==> config.mk <==
export PLATFORM = sky130hd
export DESIGN_NAME = issue_scheduler
export DESIGN_NICKNAME = d
export VERILOG_FILES = /design/src/rtl/issue_scheduler_pkg.sv /design/src/rtl/issue_scheduler_rr_arbiter.sv /design/src/rtl/issue_scheduler.sv
export SDC_FILE = /design/constraint.sdc
export NUM_CORES = 1
export LEC_CHECK = 0
export CAP_MARGIN = 20
export CORE_MARGIN = 4
export CORE_UTILIZATION = 55
export CTS_CLUSTER_DIAMETER = 120
export CTS_CLUSTER_SIZE = 30
export DETAILED_ROUTE_END_ITERATION = 8
export PLACE_DENSITY = 0.78
export SYNTH_ARGS = -nofsm -noshare
export SYNTH_HDL_FRONTEND = slang
export SYNTH_SLANG_ARGS = --single-unit
==> constraint.sdc <==
create_clock -name clk -period 2.37 [get_ports clk]
set_input_delay 0.474 -clock clk [delete_from_list [all_inputs] [get_ports clk]]
set_output_delay 0.474 -clock clk [all_outputs]
set_load 0.03 [all_outputs]
==> src/rtl/issue_scheduler_pkg.sv <==
// Shared types and defaults for the issue-side scheduler.
package issue_scheduler_pkg;

  localparam int SCHED_LAT_W    = 3;
  localparam int SCHED_NUM_ROWS = 8;

  typedef enum logic [1:0] {
    ROW_FREE = 2'd0,
    ROW_WAIT = 2'd1,
    ROW_EXEC = 2'd2
  } sched_row_state_e;

endpackage

==> src/rtl/issue_scheduler_rr_arbiter.sv <==
// Round-robin arbiter: scans requests starting at a rotating pointer and
// grants the first one found. The pointer moves past the winner on advance.
// Used by issue_scheduler only when SCHED_RR_SELECT_EN is defined.
module rr_arbiter #(
  parameter  int N    = 8,
  localparam int IW   = $clog2(N)
) (
  input  logic          clk,
  input  logic          rst,
  input  logic [N-1:0]  req,
  input  logic          advance,
  output logic [N-1:0]  grant,
  output logic [IW-1:0] grant_index
);

  logic [IW-1:0] ptr_q;
  logic [IW-1:0] idx;
  logic          found;

  // First request at or after the pointer, wrapping modulo N (N is a power of two)
  always_comb begin
    grant       = '0;
    grant_index = '0;
    found       = 1'b0;
    idx         = '0;
    for (int off = 0; off < N; off++) begin
      idx = ptr_q + IW'(off);
      if (!found && req[idx]) begin
        found       = 1'b1;
        grant_index = idx;
        grant[idx]  = 1'b1;
      end
    end
  end

  // Pointer moves one past the granted row when the grant is accepted
  always_ff @(posedge clk) begin
    if (rst) begin
      ptr_q <= '0;
    end else if (advance) begin
      ptr_q <= grant_index + IW'(1);
    end
  end

endmodule

==> src/rtl/issue_scheduler.sv <==
// Issue-side controller downstream of the dependency matrix: tracks row
// allocation, issues one ready row per cycle, frees the issued row's matrix
// entry and broadcasts its wakeup once the execution latency has elapsed.
// Build option: SCHED_RR_SELECT_EN selects round-robin issue selection;
// without it the lowest-index candidate wins.
//
// Per-row state table:
//   state    | meaning
//   ROW_FREE | row allocatable, no instruction held
//   ROW_WAIT | allocated, waiting for ready_vector and an issue slot
//   ROW_EXEC | issued, cnt_q counting down the execution latency
module issue_scheduler
  import issue_scheduler_pkg::*;
#(
  parameter  int NUM_ROWS = SCHED_NUM_ROWS,
  parameter  int LAT_W    = SCHED_LAT_W,
  localparam int IDX_W    = $clog2(NUM_ROWS)
) (
  input  logic                clk,
  input  logic                rst,
  input  logic                alloc_en,
  input  logic [IDX_W-1:0]    alloc_row_index,
  input  logic [LAT_W-1:0]    alloc_latency,
  input  logic [NUM_ROWS-1:0] ready_vector,
  input  logic                issue_ready,
  output logic                issue_valid,
  output logic [IDX_W-1:0]    issue_row_index,
  output logic                free_en,
  output logic [IDX_W-1:0]    free_row_index,
  output logic                clear_en,
  output logic [NUM_ROWS-1:0] clear_lines,
  output logic [NUM_ROWS-1:0] row_busy
);

  sched_row_state_e    state_q [NUM_ROWS];
  sched_row_state_e    state_d [NUM_ROWS];
  logic [LAT_W-1:0]    cnt_q   [NUM_ROWS];
  logic [LAT_W-1:0]    cnt_d   [NUM_ROWS];
  logic [NUM_ROWS-1:0] cand;
  logic [NUM_ROWS-1:0] sel;
  logic [IDX_W-1:0]    sel_index;
  logic [NUM_ROWS-1:0] clear_d;
  logic [NUM_ROWS-1:0] clear_q;
  logic                hs;
  logic                free_en_q;
  logic [IDX_W-1:0]    free_idx_q;

  // Issue candidates: waiting rows the matrix reports as dependence-free
  always_comb begin
    cand = '0;
    for (int i = 0; i < NUM_ROWS; i++) begin
      cand[i] = (state_q[i] == ROW_WAIT) && ready_vector[i];
    end
  end

  assign issue_valid     = |cand;
  assign hs              = issue_valid && issue_ready;
  assign issue_row_index = sel_index;

`ifdef SCHED_RR_SELECT_EN
  rr_arbiter #(.N(NUM_ROWS)) u_rr_arbiter (
    .clk         (clk),
    .rst         (rst),
    .req         (cand),
    .advance     (hs),
    .grant       (sel),
    .grant_index (sel_index)
  );
`else
  // Fixed priority: descending scan so the lowest candidate index ends up selected
  always_comb begin
    sel       = '0;
    sel_index = '0;
    for (int i = NUM_ROWS - 1; i >= 0; i--) begin
      if (cand[i]) begin
        sel       = '0;
        sel[i]    = 1'b1;
        sel_index = IDX_W'(i);
      end
    end
  end
`endif

  // Per-row next state. The wakeup pulse is registered, so the row goes FREE
  // on the same edge that raises clear_lines; the countdown therefore ends at
  // 1 and a zero-latency row skips EXEC entirely.
  always_comb begin
    clear_d = '0;
    for (int i = 0; i < NUM_ROWS; i++) begin
      state_d[i] = state_q[i];
      cnt_d[i]   = cnt_q[i];
      case (state_q[i])
        ROW_FREE: begin
          if (alloc_en && (alloc_row_index == IDX_W'(i))) begin
            state_d[i] = ROW_WAIT;
            cnt_d[i]   = alloc_latency;
          end
        end
        ROW_WAIT: begin
          if (hs && sel[i]) begin
            if (cnt_q[i] == '0) begin
              state_d[i] = ROW_FREE;
              clear_d[i] = 1'b1;
            end else begin
              state_d[i] = ROW_EXEC;
            end
          end
        end
        ROW_EXEC: begin
          if (cnt_q[i] == LAT_W'(1)) begin
            state_d[i] = ROW_FREE;
            cnt_d[i]   = '0;
            clear_d[i] = 1'b1;
          end else begin
            cnt_d[i] = cnt_q[i] - LAT_W'(1);
          end
        end
        default: state_d[i] = ROW_FREE;
      endcase
    end
  end

  // State, counters and the registered free/clear outputs
  always_ff @(posedge clk) begin
    if (rst) begin
      for (int i = 0; i < NUM_ROWS; i++) begin
        state_q[i] <= ROW_FREE;
        cnt_q[i]   <= '0;
      end
      clear_q    <= '0;
      free_en_q  <= 1'b0;
      free_idx_q <= '0;
    end else begin
      for (int i = 0; i < NUM_ROWS; i++) begin
        state_q[i] <= state_d[i];
        cnt_q[i]   <= cnt_d[i];
      end
      clear_q   <= clear_d;
      free_en_q <= hs;
      if (hs) begin
        free_idx_q <= sel_index;
      end
    end
  end

  // Busy flags straight from registered state
  always_comb begin
    row_busy = '0;
    for (int i = 0; i < NUM_ROWS; i++) begin
      row_busy[i] = (state_q[i] != ROW_FREE);
    end
  end

  assign free_en        = free_en_q;
  assign free_row_index = free_idx_q;
  assign clear_lines    = clear_q;
  assign clear_en       = |clear_q;

endmodule

---- After elaboration in Yosys (flattened, before gate mapping) ----
Memories as Yosys holds them, arrays and structs flattened.
Cells that the tools add are included.
Widths: inputs -> output; s select.
word-level totals
  register bits ........................... 12
  RAM bits ................................ 40
  bits of input ports ..................... 18
  output and inout port bits .............. 25
  logic and storage cells ................. 243
  memories ................................ 2
memories
  memory   depth  width  rd ports  clocked after Yosys merged registers in  wr ports  line                   RTL
  cnt_q    8      3      8         0                                        8         issue_scheduler.sv:37  logic [LAT_W-1:0] cnt_q [NUM_ROWS];
  state_q  8      2      8         0                                        8         issue_scheduler.sv:35  sched_row_state_e state_q [NUM_ROWS];
cells by class
  $add $sub $neg .......................... 8
  equal/unequal tests ..................... 31
  mux-type cells .......................... 131
  bitwise logic cells ..................... 16
  reductions and logical operators ........ 52
operators with widths
  operator             number
  $mux 3               32
  $mux 2               40
  $mux 8               8
  $pmux 2 s3           8
  $pmux 3 s2           8
  $eq 3x1->1 const B   9
  $logic_not 3->1      9
  $mux 1               27
  $logic_and 1x1->1    25
  $sub 3x1->3 const B  8
  $eq 2x1->1 const B   8
  $eq 2x2->1 const B   8
  $logic_not 2->1      8
  $or 1x1->1           16
  $pmux 1 s2           8
  $reduce_bool 2->1    8
  $reduce_or 8->1      2
  $eq 3x3->1 const B   4
  $eq 3x2->1 const B   2

---- Longest topological paths before layout ----
Gate-level depths: netlist of the first run.
  depth in word-level cells ............... 14
  depth in mapped cells ................... 8
  depth with buffers taken out ............ 7

---- Worst setup path before layout of the first run ----
Ideal clock, no wire load.
  path kind ............................... reg-to-output
  start point ............................. memory state_q[1][1] (netlist bit)
  end point ............................... output issue_row_index[1]
  arrival ................................. 1849 ps
  required time ........................... 1896 ps
  setup slack ............................. 47 ps
  cell stages (with the launch flop) ...... 6
  path buffers ............................ 0
  cells stage by stage .................... dfxtp_1 -> inv_1 -> ha_1 -> a22oi_1 -> a21bo_2 -> a21boi_0
RTL lines
  item         line                   RTL
  from (decl)  issue_scheduler.sv:35
  to (decl)    issue_scheduler.sv:27  output logic [IDX_W-1:0] issue_row_index,

---- Worst setup path after layout of the first run ----
  start point ............................. input ready_vector[7]
  end point ............................... output issue_row_index[0]
between the ends
  word-level cells in the longest chain between the ends .. 9
RTL lines
  item                  line                   RTL
  from (decl)           issue_scheduler.sv:24  input logic [NUM_ROWS-1:0] ready_vector,
  $logic_and 1x1->1     issue_scheduler.sv:52  cand[i] = (state_q[i] == ROW_WAIT) && ready_vector[i];
  $mux 3 (8 in series)  issue_scheduler.sv:75  if (cand[i]) begin
Every way passes these cells.

==> flow_metrics.tcl, run 1 <==
set metrics [dict create \
    p_sw_share_pct 36.1 \
    routabilityCongestion 0.833 \
    syn_area_per_cell_um2 8.37 \
    maxSlewHeadroom_pct 68.3 \
    ant_nets 0 \
    dp_cells 552 \
    die_w_um 88.4 \
    syn-cell-area_um2 3560 \
    yosysUniqueCellTypes 51 \
    worstMarginPinSlew_ns 0.462 \
    cp_cell_sequence "clkdlybuf4s50_1, nand2_2, o21ai_0, nand2_1, a31oi_2, buf_4" \
    p_int_mw 1.71 \
    cp_max_fo 4 \
    fp.coreArea_um2 6310 \
    period_share_pct 98.7 \
    die_h_um 88.4 \
    clk_path_buf_depth 2 \
    start_util_pct 56.4 \
    fmax_mhz 428 \
    synth_top_area_share_pct 29.3 \
    grt_antenna_before_repair 0 \
    cts.sinks 52 \
    power_frac_clock_pct 22.9 \
    row_count 29 \
    syn_to_final_growth_pct 20.7 \
    outcome "completed" \
    root_buffer "clkbuf_8" \
    grt_util_all_layers_pct 22.4 \
    power.share.combinational_pct 40.7 \
    hold-worst-slack_ns 0.493 \
    clk_pin_slew_ns 0.10 \
    crit_family "buffers and inverters" \
    synth_area_leaders "dfxtp_1 (29%), ha_1 (17%), inv_1 (5.5%)" \
    dpl.hpwl_um 6360 \
    final_util_pct 68.1 \
    grt_start_max_net_pins 26 \
    yosysTopAreaCell "dfxtp_1" \
    critical_path_required_ns 1.90 \
    cellPowerDensity_nw_per_um2 625 \
    synth_fp_nets 492 \
    cts_made_buffers 5 \
    path_buf_inv 2 \
    synth_edf_count 0 \
    p_sw_uw 970 \
    async_flop_share_pct 0 \
    synth_seq_cells 52 \
    slew_viol_final 0 \
    wl_per_cell_um 15.0 \
    routed_via_density 5.74 \
    final_layout_size_suffix_gt1_share_pct 9.32 \
    first_global_vias 2997 \
    slowest_stage "clkdlybuf4s50_1" \
    drtIter0Drc 161 \
    peakVddDrop_mv 0.544 \
    drc 0 \
    worstSetupPathType "primary input to output pin" \
    stdcell_count 560 \
    insertion_delay_ns 0.31 \
    grt_pass1_wl_um 13800 \
    power.share.sequential_pct 36.4 \
    h-tree-depth 2 \
    worstHoldPathType "register to register" \
    cts_setup_buffers 0 \
    diodes 0 \
    max_stage_delay_ns 0.54 \
    n_fill_cell 528 \
    fin_area_um2 4300 \
    io_pins 43 \
    setup_viol 0 \
    synth_commonest_cells "dfxtp_1 (52), inv_1 (52), ha_1 (49)" \
    firstDrtPassIters 5 \
    tns_ns 0 \
    ctsHoldBuffers 0 \
    routed_wirelength_um 8390 \
    dpl_cell_area_um2 4170 \
    period_minus_slack_ns 2.34 \
    critPathLaunchType "primary input" \
    endpoint_kind "output pin" \
    drv_cap 0 \
    yosys_warnings 0 \
    crit_arrival_ns 1.86 \
    p_leak_nw 1.73 \
    hold_viol 0 \
    yosysSeqAreaShare_pct 29.3 \
    die_area_um2 7820 \
    numPortBuffers 42 \
    synthFlopType "dfxtp_1" \
    vias 3213 \
    tritoncts "done" \
    synthCells 425 \
    fin_skew_ns 0.00856 \
    overflow 0 \
    fin_nets 549 \
]
==> final cells by class <==
cell class                 instances  area, µm²  area share (%)
clock buffer                       6       72.6            1.69
inverter                          52        195            4.54
multi-input combinational        309       2300            53.5
sequential                        52       1040            24.2
tap                               77       96.3            2.24
clock inverter                     2       35.0           0.815
timing repair buffer              62        559            13.0
==> per-stage QoR <==
| step | worst slack, ns | power, mW |
|---|---|---|
| 2_1_floorplan | 0.0474 | 1.68 |
| 6_report | 0.0311 | 2.68 |
| 4_1_cts | 0.0238 | 2.69 |
| 3_5_place_dp | -0.260 | 2.07 |
| 5_1_grt | -0.0390 | 2.84 |
| 3_3_place_gp | -0.213 | 2.04 |
==> worst reg2reg max path, cell delays in order, from the launching register on <==
cell and delay [ns]:
dfxtp_1 0.38, inv_1 0.07, ha_1 0.25, a22oi_4 0.23
buf_4 0.16, nand3_4 0.10, or2_1 0.25, or4_1 0.46
o31ai_1 0.07
==> layout by cell type (no fill, tap or decap), types with 2 or more instances in the layout <==
cell             synthesis  layout
a211oi_1                17      17
a21boi_1                 2       2
a21oi_1                 16      16
a22o_1                   2       2
a22oi_1                  8       7
a22oi_4                  2       2
a2bb2oi_1                3       3
a32oi_1                  3       3
and4b_1                  2       2
buf_2                    0       2
buf_4                    0      22
clkbuf_8                 0       5
clkdlybuf4s50_1          0      36
dfxtp_1                 52      52
ha_1                    49      48
inv_1                   52      52
mux2i_1                 16      16
nand2_1                 33      32
nand2b_1                16      16
nand3_1                  7       7
nand4_1                  3       3
nand4b_1                 2       2
nor2_1                  35      35
nor2b_1                 12      12
nor3_1                   2       2
nor3b_1                  3       3
nor4_1                   2       2
nor4b_1                  6       6
nor4bb_1                 2       2
o211ai_1                 2       2
o21a_1                   2       2
o21ai_0                 16      16
o22ai_1                 15      15
o31ai_1                  3       3
o32ai_1                  7       7
o41ai_1                  2       2
or2_2                    2       2
==> final timing paths <==
check	start	to	slack, ns	cells after the start
max	ready_vector[7]	issue_row_index[0]	0.03	6
min	state_q[1][2]	state_q[1][2]	0.49	2
max reg2reg	state_q[0][1]	state_q[1][3]	0.31	8
min reg2reg	state_q[1][2]	state_q[1][2]	0.49	2
==> timing repair <==
item                       CTS  global route
cloned                       0             0
pin swaps                    0             1
gates resized for setup      6             7
setup endpoints to repair    2             4
==> sequential cells by signal (all words and copies together) (netlist names) <==
| signal | flops |
|---|---|
| state_q | 16 |
| free_row_index | 3 |
| cnt_q | 24 |
| free_en | 1 |
| clear_lines | 8 |
==> kinds of logic after synthesis <==
logic type	after synthesis	share of synthesized area (%)
buffers and inverters	64	6.75
flip-flops	52	29.3
AO/OA/AOI/OAI	109	21.8
multiplexers	16	4.50
adder cells (fa/ha/maj)	49	17.2
AND/OR/NAND/NOR	135	20.4
==> power by group through the flow <==
stage | combinational, mW | clock (mW) | sequential, mW
after detailed placement | 1.07 | 0 | 0.996
after global routing | 1.19 | 0.662 | 0.985
after CTS | 1.08 | 0.628 | 0.977
after floorplan | 0.666 | 0 | 1.01
final | 1.09 | 0.615 | 0.977
after global placement | 1.05 | 0 | 0.993
==> metal layers <==
layer	global-route usage (%)	share of wire [%]	wire length [µm]	up-vias
li1	-	-	-	1626
met4	9.62	3.3	275	0
met1	29.5	46	3840	1468
met5	0	0	0	-
met3	4.10	6.1	511	18
met2	36.0	45	3760	101
Power figures use the tool's default switching activity.
==> run 2: changes to the inputs <==
SLEW_MARGIN = 15   (was default)
==> results of run 2 <==
The final DEF is identical to that of run 1; final timing and power are the same.
